**src/rtl/frame_rx_pkg.sv**
```systemverilog
// Shared types and default CRC constants for the frame receiver.
package frame_rx_pkg;

  typedef enum logic [1:0] {
    COLLECT,
    CHECK,
    HOLD
  } state_e;

  localparam logic [15:0] CRC16_CCITT_POLY = 16'h1021;
  localparam logic [15:0] CRC16_CCITT_INIT = 16'hFFFF;
  localparam logic [7:0]  CRC8_POLY        = 8'h07;

endpackage

```
**src/rtl/crc_byte_update.sv**
```systemverilog
// One-byte MSB-first, non-reflected CRC step, unrolled over the 8 input bits.
module crc_byte_update #(
  parameter int               CRC_W    = 16,
  parameter logic [CRC_W-1:0] CRC_POLY = CRC_W'(16'h1021)
) (
  input  logic [CRC_W-1:0] crc_in,
  input  logic [7:0]       byte_in,
  output logic [CRC_W-1:0] crc_out
);

  logic [CRC_W-1:0] w_crc;

  always_comb begin
    w_crc = crc_in ^ (CRC_W'(byte_in) << (CRC_W - 8));
    for (int i = 0; i < 8; i++) begin
      w_crc = w_crc[CRC_W-1] ? ((w_crc << 1) ^ CRC_POLY) : (w_crc << 1);
    end
    crc_out = w_crc;
  end

endmodule

```
**src/rtl/frame_rx_crc.sv**
```systemverilog
// Byte-stream frame receiver with incremental CRC check and valid/ready output.
// Optional inter-byte idle timeout enabled by defining RX_TIMEOUT_EN.
//
// state   | meaning
// COLLECT | accepting frame bytes, CRC updated per payload byte
// CHECK   | compare computed vs received CRC, load output register
// HOLD    | frame presented; waits for out_ready
module frame_rx_crc
  import frame_rx_pkg::*;
#(
  parameter int               N_BYTES        = 16,
  parameter int               CRC_W          = 16,
  parameter logic [CRC_W-1:0] CRC_POLY       = CRC_W'(CRC16_CCITT_POLY),
  parameter logic [CRC_W-1:0] CRC_INIT       = CRC_W'(CRC16_CCITT_INIT),
  parameter int               TIMEOUT_CYCLES = 1024
) (
  input  logic                               clk,
  input  logic                               reset,
  input  logic [7:0]                         rx_data,
  input  logic                               rx_valid,
  input  logic                               crc_en,
  output logic                               out_valid,
  input  logic                               out_ready,
  output logic [(N_BYTES-CRC_W/8)*8-1:0]     data_out,
  output logic                               crc_err,
  output logic                               overrun,
  output logic                               frame_drop
);

  localparam int PAY_B = N_BYTES - CRC_W / 8;
  localparam int PAY_W = PAY_B * 8;
  localparam int CNT_W = $clog2(N_BYTES + 1);
  localparam logic [CNT_W-1:0] PAY_CNT  = CNT_W'(PAY_B);
  localparam logic [CNT_W-1:0] LAST_CNT = CNT_W'(N_BYTES - 1);

  state_e             r_state, w_state_nxt;
  logic [CNT_W-1:0]   r_byte_cnt, w_cnt_base;
  logic [CRC_W-1:0]   r_crc, r_rx_crc, w_crc_base, w_crc_next;
  logic [PAY_W-1:0]   r_shift, r_data_out;
  logic               r_out_valid, r_crc_err, r_overrun;
  logic               w_restart, w_accept, w_is_pay, w_last, w_timeout;

  // Releasing a held frame and taking byte 0 of the next one can share a cycle
  assign w_restart  = (r_state == HOLD) && out_ready;
  assign w_accept   = rx_valid && ((r_state == COLLECT) || w_restart);
  assign w_cnt_base = w_restart ? '0 : r_byte_cnt;
  assign w_crc_base = w_restart ? CRC_INIT : r_crc;
  assign w_is_pay   = w_cnt_base < PAY_CNT;
  assign w_last     = w_accept && (w_cnt_base == LAST_CNT);

  crc_byte_update #(
    .CRC_W   (CRC_W),
    .CRC_POLY(CRC_POLY)
  ) u_crc (
    .crc_in (w_crc_base),
    .byte_in(rx_data),
    .crc_out(w_crc_next)
  );

  always_comb begin
    w_state_nxt = r_state;
    unique case (r_state)
      COLLECT: if (w_last) w_state_nxt = CHECK;
      CHECK:   w_state_nxt = HOLD;
      HOLD:    if (out_ready) w_state_nxt = COLLECT;
      default: w_state_nxt = COLLECT;
    endcase
  end

  always_ff @(posedge clk or negedge reset) begin
    if (!reset) r_state <= COLLECT;
    else        r_state <= w_state_nxt;
  end

`ifdef RX_TIMEOUT_EN
  localparam int TO_W = $clog2(TIMEOUT_CYCLES + 1);
  localparam logic [TO_W-1:0] TO_LOAD = TO_W'(TIMEOUT_CYCLES - 1);

  logic [TO_W-1:0] r_idle_cnt;
  logic            r_frame_drop;

  // A byte arriving on the expiry cycle keeps the frame alive
  assign w_timeout = (r_state == COLLECT) && (r_byte_cnt != '0) && !rx_valid &&
                     (r_idle_cnt == '0);

  always_ff @(posedge clk or negedge reset) begin
    if (!reset) begin
      r_idle_cnt   <= TO_LOAD;
      r_frame_drop <= 1'b0;
    end else begin
      r_frame_drop <= w_timeout;
      if (rx_valid || w_timeout)
        r_idle_cnt <= TO_LOAD;
      else if ((r_state == COLLECT) && (r_byte_cnt != '0))
        r_idle_cnt <= r_idle_cnt - TO_W'(1);
    end
  end

  assign frame_drop = r_frame_drop;
`else
  assign w_timeout  = 1'b0;
  assign frame_drop = 1'b0;
`endif

  always_ff @(posedge clk or negedge reset) begin
    if (!reset) begin
      r_byte_cnt  <= '0;
      r_crc       <= CRC_INIT;
      r_rx_crc    <= '0;
      r_shift     <= '0;
      r_data_out  <= '0;
      r_out_valid <= 1'b0;
      r_crc_err   <= 1'b0;
      r_overrun   <= 1'b0;
    end else begin
      r_overrun <= rx_valid && !w_accept;
      if (w_accept) begin
        r_byte_cnt <= w_cnt_base + CNT_W'(1);
        if (w_is_pay) begin
          r_shift <= (r_shift << 8) | PAY_W'(rx_data);
          r_crc   <= w_crc_next;
        end else begin
          r_rx_crc <= (r_rx_crc << 8) | CRC_W'(rx_data);
        end
      end else if (w_restart || w_timeout) begin
        r_byte_cnt <= '0;
        r_crc      <= CRC_INIT;
      end
      if (r_state == CHECK) begin
        r_crc_err   <= crc_en && (r_crc != r_rx_crc);
        r_data_out  <= r_shift;
        r_out_valid <= 1'b1;
      end else if (w_restart) begin
        r_out_valid <= 1'b0;
      end
    end
  end

  assign out_valid = r_out_valid;
  assign data_out  = r_data_out;
  assign crc_err   = r_crc_err;
  assign overrun   = r_overrun;

endmodule

```
**config.mk**
```make
export PLATFORM = sky130hd
export DESIGN_NAME = frame_rx_crc
export DESIGN_NICKNAME = d
export VERILOG_FILES = /design/src/rtl/frame_rx_pkg.sv /design/src/rtl/crc_byte_update.sv /design/src/rtl/frame_rx_crc.sv
export SDC_FILE = /design/constraint.sdc
export NUM_CORES = 1
export LEC_CHECK = 0
export ABC_AREA = 1
export CORE_AREA = 8 8 154 156
export DETAILED_ROUTE_END_ITERATION = 6
export DIE_AREA = 0 0 162 164
export PLACE_DENSITY = 0.74
export SKIP_CTS_REPAIR_TIMING = 1
export SYNTH_ARGS = -nofsm -noshare
export SYNTH_HDL_FRONTEND = slang
export SYNTH_SLANG_ARGS = --single-unit
export TNS_END_PERCENT = 50
```
**constraint.sdc**
```tcl
create_clock -name clk -period 2.5 [get_ports clk]
set_input_delay 0.375 -clock clk [delete_from_list [all_inputs] [get_ports clk]]
set_output_delay 0.375 -clock clk [all_outputs]
set_load 0.03 [all_outputs]
```
==> metrics.log, run 1 <==
[metrics] share of post-route cells with drive strength above 1: 0.0950
[metrics] wire length of the first global-routing pass: 39700 µm
[metrics] number of global-route vias before repair: 7935
[metrics] die outline height: 164 µm
[metrics] worst setup slack after layout: 0.495 ns
[metrics] iteration count of the initial detailed-routing pass: 5
[metrics] Post-synth EDFFs: 0
[metrics] Final Critical Period: 2.00 ns
[metrics] routability-driven placement congestion ratio: 0.843
[metrics] total DRC errors in the routed layout: 0
[metrics] Cell Pwr Density: 1290 nW/µm²
[metrics] result of the run: completed
[metrics] Antenna Diode Count: 0
[metrics] ratio of routed vias to standard cells: 4.98
[metrics] clock sink count: 266
[metrics] post-route clock period utilization: 0.802
[metrics] die width: 162 µm
[metrics] I/O Buffers: 127
[metrics] Remaining Overflow, GRT: 0
[metrics] maximum frequency from static timing analysis: 0.499 GHz
[metrics] post-place setup slack: 0.137 ns
[metrics] largest area contributor in the netlist: sky130_fd_sc_hd__dfrtp_1
[metrics] r2r setup slk: 0.52 ns
[metrics] Synth cell types: 34
[metrics] CTS max path bufs: 3
[metrics] Clk pin slew, worst setup/hold paths: 0.06 ns
[metrics] final clock skew: 0.0202 ns
[metrics] cell row count: 54
[metrics] total core area: 21400 µm²
[metrics] gate count after technology mapping: 1173
[metrics] share of the yosys chip area belonging to registers: 0.612
[metrics] initial core utilization: 0.511
[metrics] Final HPWL DP: 16700 µm
[metrics] overall global routing resource usage: 0.180
[metrics] Critical Path Slowest Stage Cell: sky130_fd_sc_hd__clkdlybuf4s50_1
[metrics] TritonCTS clock tree: yes
[metrics] Hold WC Path Type: input pin to async pin
[metrics] Syn Nets: 1188
[metrics] Slew Viols, Final: 0
[metrics] overall routed net length: 23900 µm
[metrics] list of cells traversed by the critical path: clkdlybuf4s50_1
[metrics] critical path's top delay family: buffers and inverters
[metrics] endpoint kind of the worst setup timing path: output port
[metrics] dominant register cell in the synthesized netlist: sky130_fd_sc_hd__dfrtp_1
[metrics] critical path launch point type: register
[metrics] final number of hold-violating endpoints: 0
[metrics] data arrival time at the worst-slack endpoint: 1.63 ns
[metrics] pin count of the biggest net entering global routing: 86
[metrics] num ports: 129
[metrics] worst-path fanout max: 2
[metrics] fraction of registers with async set or reset after synthesis: 1.00
[metrics] setup TNS: 0 ns
[metrics] share of Yosys cell area claimed by the top area cell type: 0.574
[metrics] Worst EP required: 2.12 ns
[metrics] flip-flop and latch count after synthesis: 266
[metrics] netlist area before placement: 10900 µm²
[metrics] Max-cap violations: 0
[metrics] Final ANT Viol Nets: 0
[metrics] CTS buffer count: 27
[metrics] crit path kind: register to output port
[metrics] Layout Utilization: 0.628
[metrics] root cell of the clock tree: sky130_fd_sc_hd__clkbuf_16
[metrics] clock insertion delay at the later pin of the skew report: 0.54 ns
[metrics] fill cell total of the finished layout: 1779
[metrics] leakage power total: 6.27 nW
[metrics] final net count: 1310
[metrics] initial antenna violation count: 0
[metrics] drt first-iter violations: 569
[metrics] vias post-DR: 7951
[metrics] maximum vdd drop: 0.766 mV
[metrics] cell types occupying the most area after synthesis: sky130_fd_sc_hd__dfrtp_1 (57%), sky130_fd_sc_hd__nand2_1 (11%), sky130_fd_sc_hd__o21ai_0 (6.2%)
[metrics] H-tree level count: 1
[metrics] largest stage delay on the critical path: 0.70 ns
[metrics] detailed-route wire length per cell: 15.0 µm
[metrics] buffers plus inverters on the worst setup path: 1
[metrics] area of the die: 26600 µm²
[metrics] synthesis-to-finish area growth: 23.0%
[metrics] total of warnings raised by yosys: 0
[metrics] syn_area_per_cell: 9.29 µm²
[metrics] setup repair after global routing missed its margin: no
[metrics] number of endpoints failing setup at the final stage: 0
-- cell usage in the layout, fill, tap and decap left out, types with 16 or more instances in the layout --
master and count:
sky130_fd_sc_hd__dfrtp_1 250, sky130_fd_sc_hd__clkbuf_16 27, sky130_fd_sc_hd__nor2_1 29, sky130_fd_sc_hd__clkdlybuf4s50_1 126, sky130_fd_sc_hd__nand3_1 32, sky130_fd_sc_hd__dfstp_2 16
sky130_fd_sc_hd__o21ai_1 95, sky130_fd_sc_hd__o21ai_0 135, sky130_fd_sc_hd__nand2_1 318, sky130_fd_sc_hd__inv_1 154
-- sequential cells by signal, indices dropped and copies added (netlist names) --
| register | flops |
|---|---|
| crc_err | 1 |
| data_out | 112 |
| out_valid | 1 |
| overrun | 1 |
| r_byte_cnt | 5 |
| r_crc | 16 |
| r_rx_crc | 16 |
| r_shift | 112 |
| r_state | 2 |
-- layer usage --
layer | wire length [µm] | track usage
met5 | 0 | 0
met4 | 272 | 0.0391
met3 | 1160 | 0.0301
met2 | 11500 | 0.312
met1 | 10900 | 0.235
-- cells by family (layout without fill, tap and decap cells) --
group                      after synthesis  count (layout)  share of synthesized area
adders and majority gates                2               2                    0.00230
AOI/OAI and AO/OA                      254             254                      0.122
and+or+nand+nor                        408             408                      0.153
buffers and inverters                  216             359                     0.0880
muxes                                    7               7                    0.00723
DFF                                    266             266                      0.612
other                                    1               1                   0.000344
xor gates and xnor gates                19              19                     0.0153
-- power by group --
part / switching [mW] / internal, mW / total, mW
clock network: 1.64 / 2.47 / 4.11
registers: 0.988 / 5.97 / 6.95
logic: 3.86 / 2.36 / 6.22
-- through the flow --
stage	power, mW	hold slack, ns	instance area, µm²	instances
2_1_floorplan	11.0	0.0794	10900	1173
3_5_place_dp	13.2	0.309	12500	1545
4_1_cts	17.4	-0.262	13400	1595
3_3_place_gp	13.1	0.307	12500	1545
6_report	17.3	0.342	13400	1596
5_1_grt	18.4	0.356	13400	1596
-- area by class of cell --
| type | count | area (µm²) | area share |
|---|---|---|---|
| clock buffer | 38 | 767 | 0.0572 |
| clock inverter | 12 | 158 | 0.0118 |
| inverter | 158 | 593 | 0.0442 |
| multi-input combinational | 691 | 3280 | 0.244 |
| sequential | 266 | 6680 | 0.498 |
| tap | 280 | 350 | 0.0261 |
| timing repair buffer | 151 | 1580 | 0.118 |
-- synthesized netlist by cell type, types with 10 or more instances --
cell and instances:
sky130_fd_sc_hd__buf_2 13, sky130_fd_sc_hd__buf_6 15, sky130_fd_sc_hd__clkbuf_1 27, sky130_fd_sc_hd__dfrtp_1 250, sky130_fd_sc_hd__dfstp_2 16, sky130_fd_sc_hd__inv_1 154
sky130_fd_sc_hd__nand2_1 319, sky130_fd_sc_hd__nand2_2 14, sky130_fd_sc_hd__nand3_1 32, sky130_fd_sc_hd__nor2_1 29, sky130_fd_sc_hd__o21ai_0 135, sky130_fd_sc_hd__o21ai_1 95
sky130_fd_sc_hd__o21ai_2 10, sky130_fd_sc_hd__xor2_1 10
-- worst paths after layout --
kind / startpoint / to / depth (start not counted)
setup / recovery: data_out[18] / data_out[18] / 1
setup reg to reg: r_state[0] / r_shift[83] / 11
max in group asynchronous: reset / r_crc[4] / 3
hold reg to reg: r_shift[13] / r_shift[21] / 2
hold / removal: reset / data_out[34] / 2
min in group clk: rx_valid / r_state[0] / 3
Note: power is estimated with default switching activity, not from simulation.
==> run 2, diff against run 1 <==
- clock period: 2.5 -> 1.9 ns (I/O delays scaled with it)
==> run 2 against run 1 <==
Global-route usage is 0.84 points higher. Largest power group unchanged. Hold slack worse by 0.030 ns. Combinational power is 40% higher. Wire length is 4.2% higher. Sequential power is 32% higher. Clock power is 28% higher. Cell area is 3.3% higher.
==> metrics.log, run 2 (same netlist as run 1, synthesis figures left out) <==
[metrics] result of the run: completed
[metrics] worst-path fanout max: 2 (unchanged)
[metrics] critical path launch point type: register
[metrics] clock insertion delay at the later pin of the skew report: 0.52 ns (-0.02 ns)
[metrics] Max-Slew Margin vs Limit: 0.626
[metrics] data arrival time at the worst-slack endpoint: 1.58 ns (-0.05 ns)
[metrics] maximum vdd drop: 0.857 mV (+12%)
[metrics] overall global routing resource usage: 0.189 (+0.00841)
[metrics] slew at the pin with the worst max-slew slack: 0.562 ns
[metrics] leading cell type in the layout, fill and taps excluded: sky130_fd_sc_hd__nand2_1
[metrics] wire length of the first global-routing pass: 41400 µm (+4.4%)
[metrics] Layout Utilization: 0.649 (+0.0209)
[metrics] crit path kind: register to output port
[metrics] final clock skew: 0.00998 ns (-0.0103 ns)
[metrics] root cell of the clock tree: sky130_fd_sc_hd__clkbuf_16
[metrics] fill cell total of the finished layout: 1717 (-3.5%)
[metrics] filler-free cell count of the finished design: 1634 (+2.4%)
[metrics] area of the die: 26600 µm² (unchanged)
[metrics] Critical Path Slowest Stage Cell: sky130_fd_sc_hd__clkdlybuf4s50_1
[metrics] overall routed net length: 24900 µm (+4.2%)
[metrics] I/O Buffers: 127 (unchanged)
[metrics] ratio of routed vias to standard cells: 5.03 (+1.1%)
[metrics] num ports: 129 (unchanged)
[metrics] total DRC errors in the routed layout: 0 (unchanged)
[metrics] Remaining Overflow, GRT: 0 (unchanged)
[metrics] maximum frequency from static timing analysis: 0.537 GHz
[metrics] endpoint kind of the worst setup timing path: output port
[metrics] final net count: 1349 (+3.0%)
[metrics] setup TNS: 0 ns (unchanged)
[metrics] die width: 162 µm (unchanged)
[metrics] total core area: 21400 µm² (unchanged)
[metrics] initial antenna violation count: 0 (unchanged)
[metrics] area of all sequential standard cells: 6680 µm² (unchanged)
[metrics] CTS max path bufs: 3 (unchanged)
[metrics] Worst EP required: 1.62 ns (-0.50 ns)
[metrics] initial core utilization: 0.511 (unchanged)
[metrics] Cell Pwr Density: 1670 nW/µm² (+30%)
[metrics] iteration count of the initial detailed-routing pass: 5 (unchanged)
[metrics] critical path's top delay family: buffers and inverters
[metrics] Final Critical Period: 1.86 ns
[metrics] TritonCTS clock tree: yes
[metrics] buffers plus inverters on the worst setup path: 1 (unchanged)
[metrics] detailed-route wire length per cell: 15.2 µm (+1.8%)
[metrics] Clk pin slew, worst setup/hold paths: 0.06 ns (about the same)
[metrics] vias post-DR: 8227 (+3.5%)
[metrics] Final ANT Viol Nets: 0 (unchanged)
[metrics] worst reg-to-reg path cell count: 11 (unchanged)
[metrics] Max-cap violations: 0 (unchanged)
[metrics] H-tree level count: 1 (unchanged)
[metrics] pin count of the biggest net entering global routing: 67 (-22%)
[metrics] synthesis-to-finish area growth: 27.1%
[metrics] post-route clock period utilization: 0.979
[metrics] top library cells by usage in the layout, fill and taps aside: sky130_fd_sc_hd__nand2_1 (317), sky130_fd_sc_hd__dfrtp_1 (250), sky130_fd_sc_hd__inv_1 (154)
[metrics] setup repair after global routing missed its margin: yes
[metrics] share of post-route cells with drive strength above 1: 0.120 (+0.0254)
[metrics] number of endpoints failing setup at the final stage: 0 (unchanged)
[metrics] clock sink count: 266 (unchanged)
[metrics] largest stage delay on the critical path: 0.68 ns (-0.02 ns)
[metrics] CTS buffer count: 27 (unchanged)
[metrics] final number of hold-violating endpoints: 0 (unchanged)
[metrics] instance count on the critical path: 1 (unchanged)
[metrics] Slew Viols, Final: 0 (unchanged)
[metrics] number of global-route vias before repair: 8398 (+5.8%)
[metrics] leakage power total: 6.96 nW (+11%)
[metrics] area taken by multi-input logic gates: 3290 µm² (+0.31%)
[metrics] cell row count: 54 (unchanged)
[metrics] # placed instances: 1583 (+2.5%)
[metrics] list of cells traversed by the critical path: clkdlybuf4s50_1
[metrics] drt first-iter violations: 518 (-9.0%)
[metrics] die outline height: 164 µm (unchanged)
[metrics] Antenna Diode Count: 0 (unchanged)
[metrics] routability-driven placement congestion ratio: 0.871 (+3.3%)
[metrics] Final HPWL DP: 17600 µm (+5.1%)
[metrics] Hold WC Path Type: input pin to async pin
==> run 2: cell types whose count changed in the layout (fill, tap and decap cells not counted), sizes merged <==
cell / delta
buf: +39
clkdlybuf4s50: -28
dlymetal6s2s: +28
clkbuf: +1
clkinv: -1
inv: -1
==> run 2: worst paths after layout <==
kind,start,to,slack (ns)
max,data_out[100],data_out[100],0.04
min,reset,data_out[29],0.31
max reg2reg,r_state[0],r_shift[25],0.07
min reg2reg,data_out[0],data_out[0],0.48
max in group asynchronous,reset,r_crc[6],0.92
min in group clk,rx_valid,r_state[0],0.33
==> run 2: metal layers <==
metal  track usage  share of wire
met5             0              0
met4        0.0400          0.012
met3        0.0288          0.052
met2         0.338           0.50
met1         0.238           0.44
==> run 2: area by class of cell <==
type / count / share of cell area
sequential: 266 / 0.482
multi-input combinational: 691 / 0.237
timing repair buffer: 190 / 0.148
clock buffer: 39 / 0.0549
inverter: 158 / 0.0428
tap: 280 / 0.0253
clock inverter: 10 / 0.00930
==> run 2: through the flow <==
step | hold WS, ns | setup WS (ns) | power [mW] | instance area [µm²]
after global placement | 0.287 | -0.148 | 17.7 | 12900
final | 0.313 | 0.0392 | 23.2 | 13900
after floorplan | -0.0106 | 0.169 | 14.5 | 10900
after global routing | 0.334 | -0.0274 | 24.7 | 13900
after detailed placement | 0.285 | -0.233 | 18.0 | 12900
after CTS | -0.271 | -0.0277 | 23.4 | 13700
==> run 2: power breakdown <==
part / total, mW / switching [mW] / internal [mW]
registers: 9.18 / 1.32 / 7.85
logic: 8.71 / 5.20 / 3.51
clock network: 5.28 / 2.10 / 3.18
total: 23.2 / 8.63 / 14.5
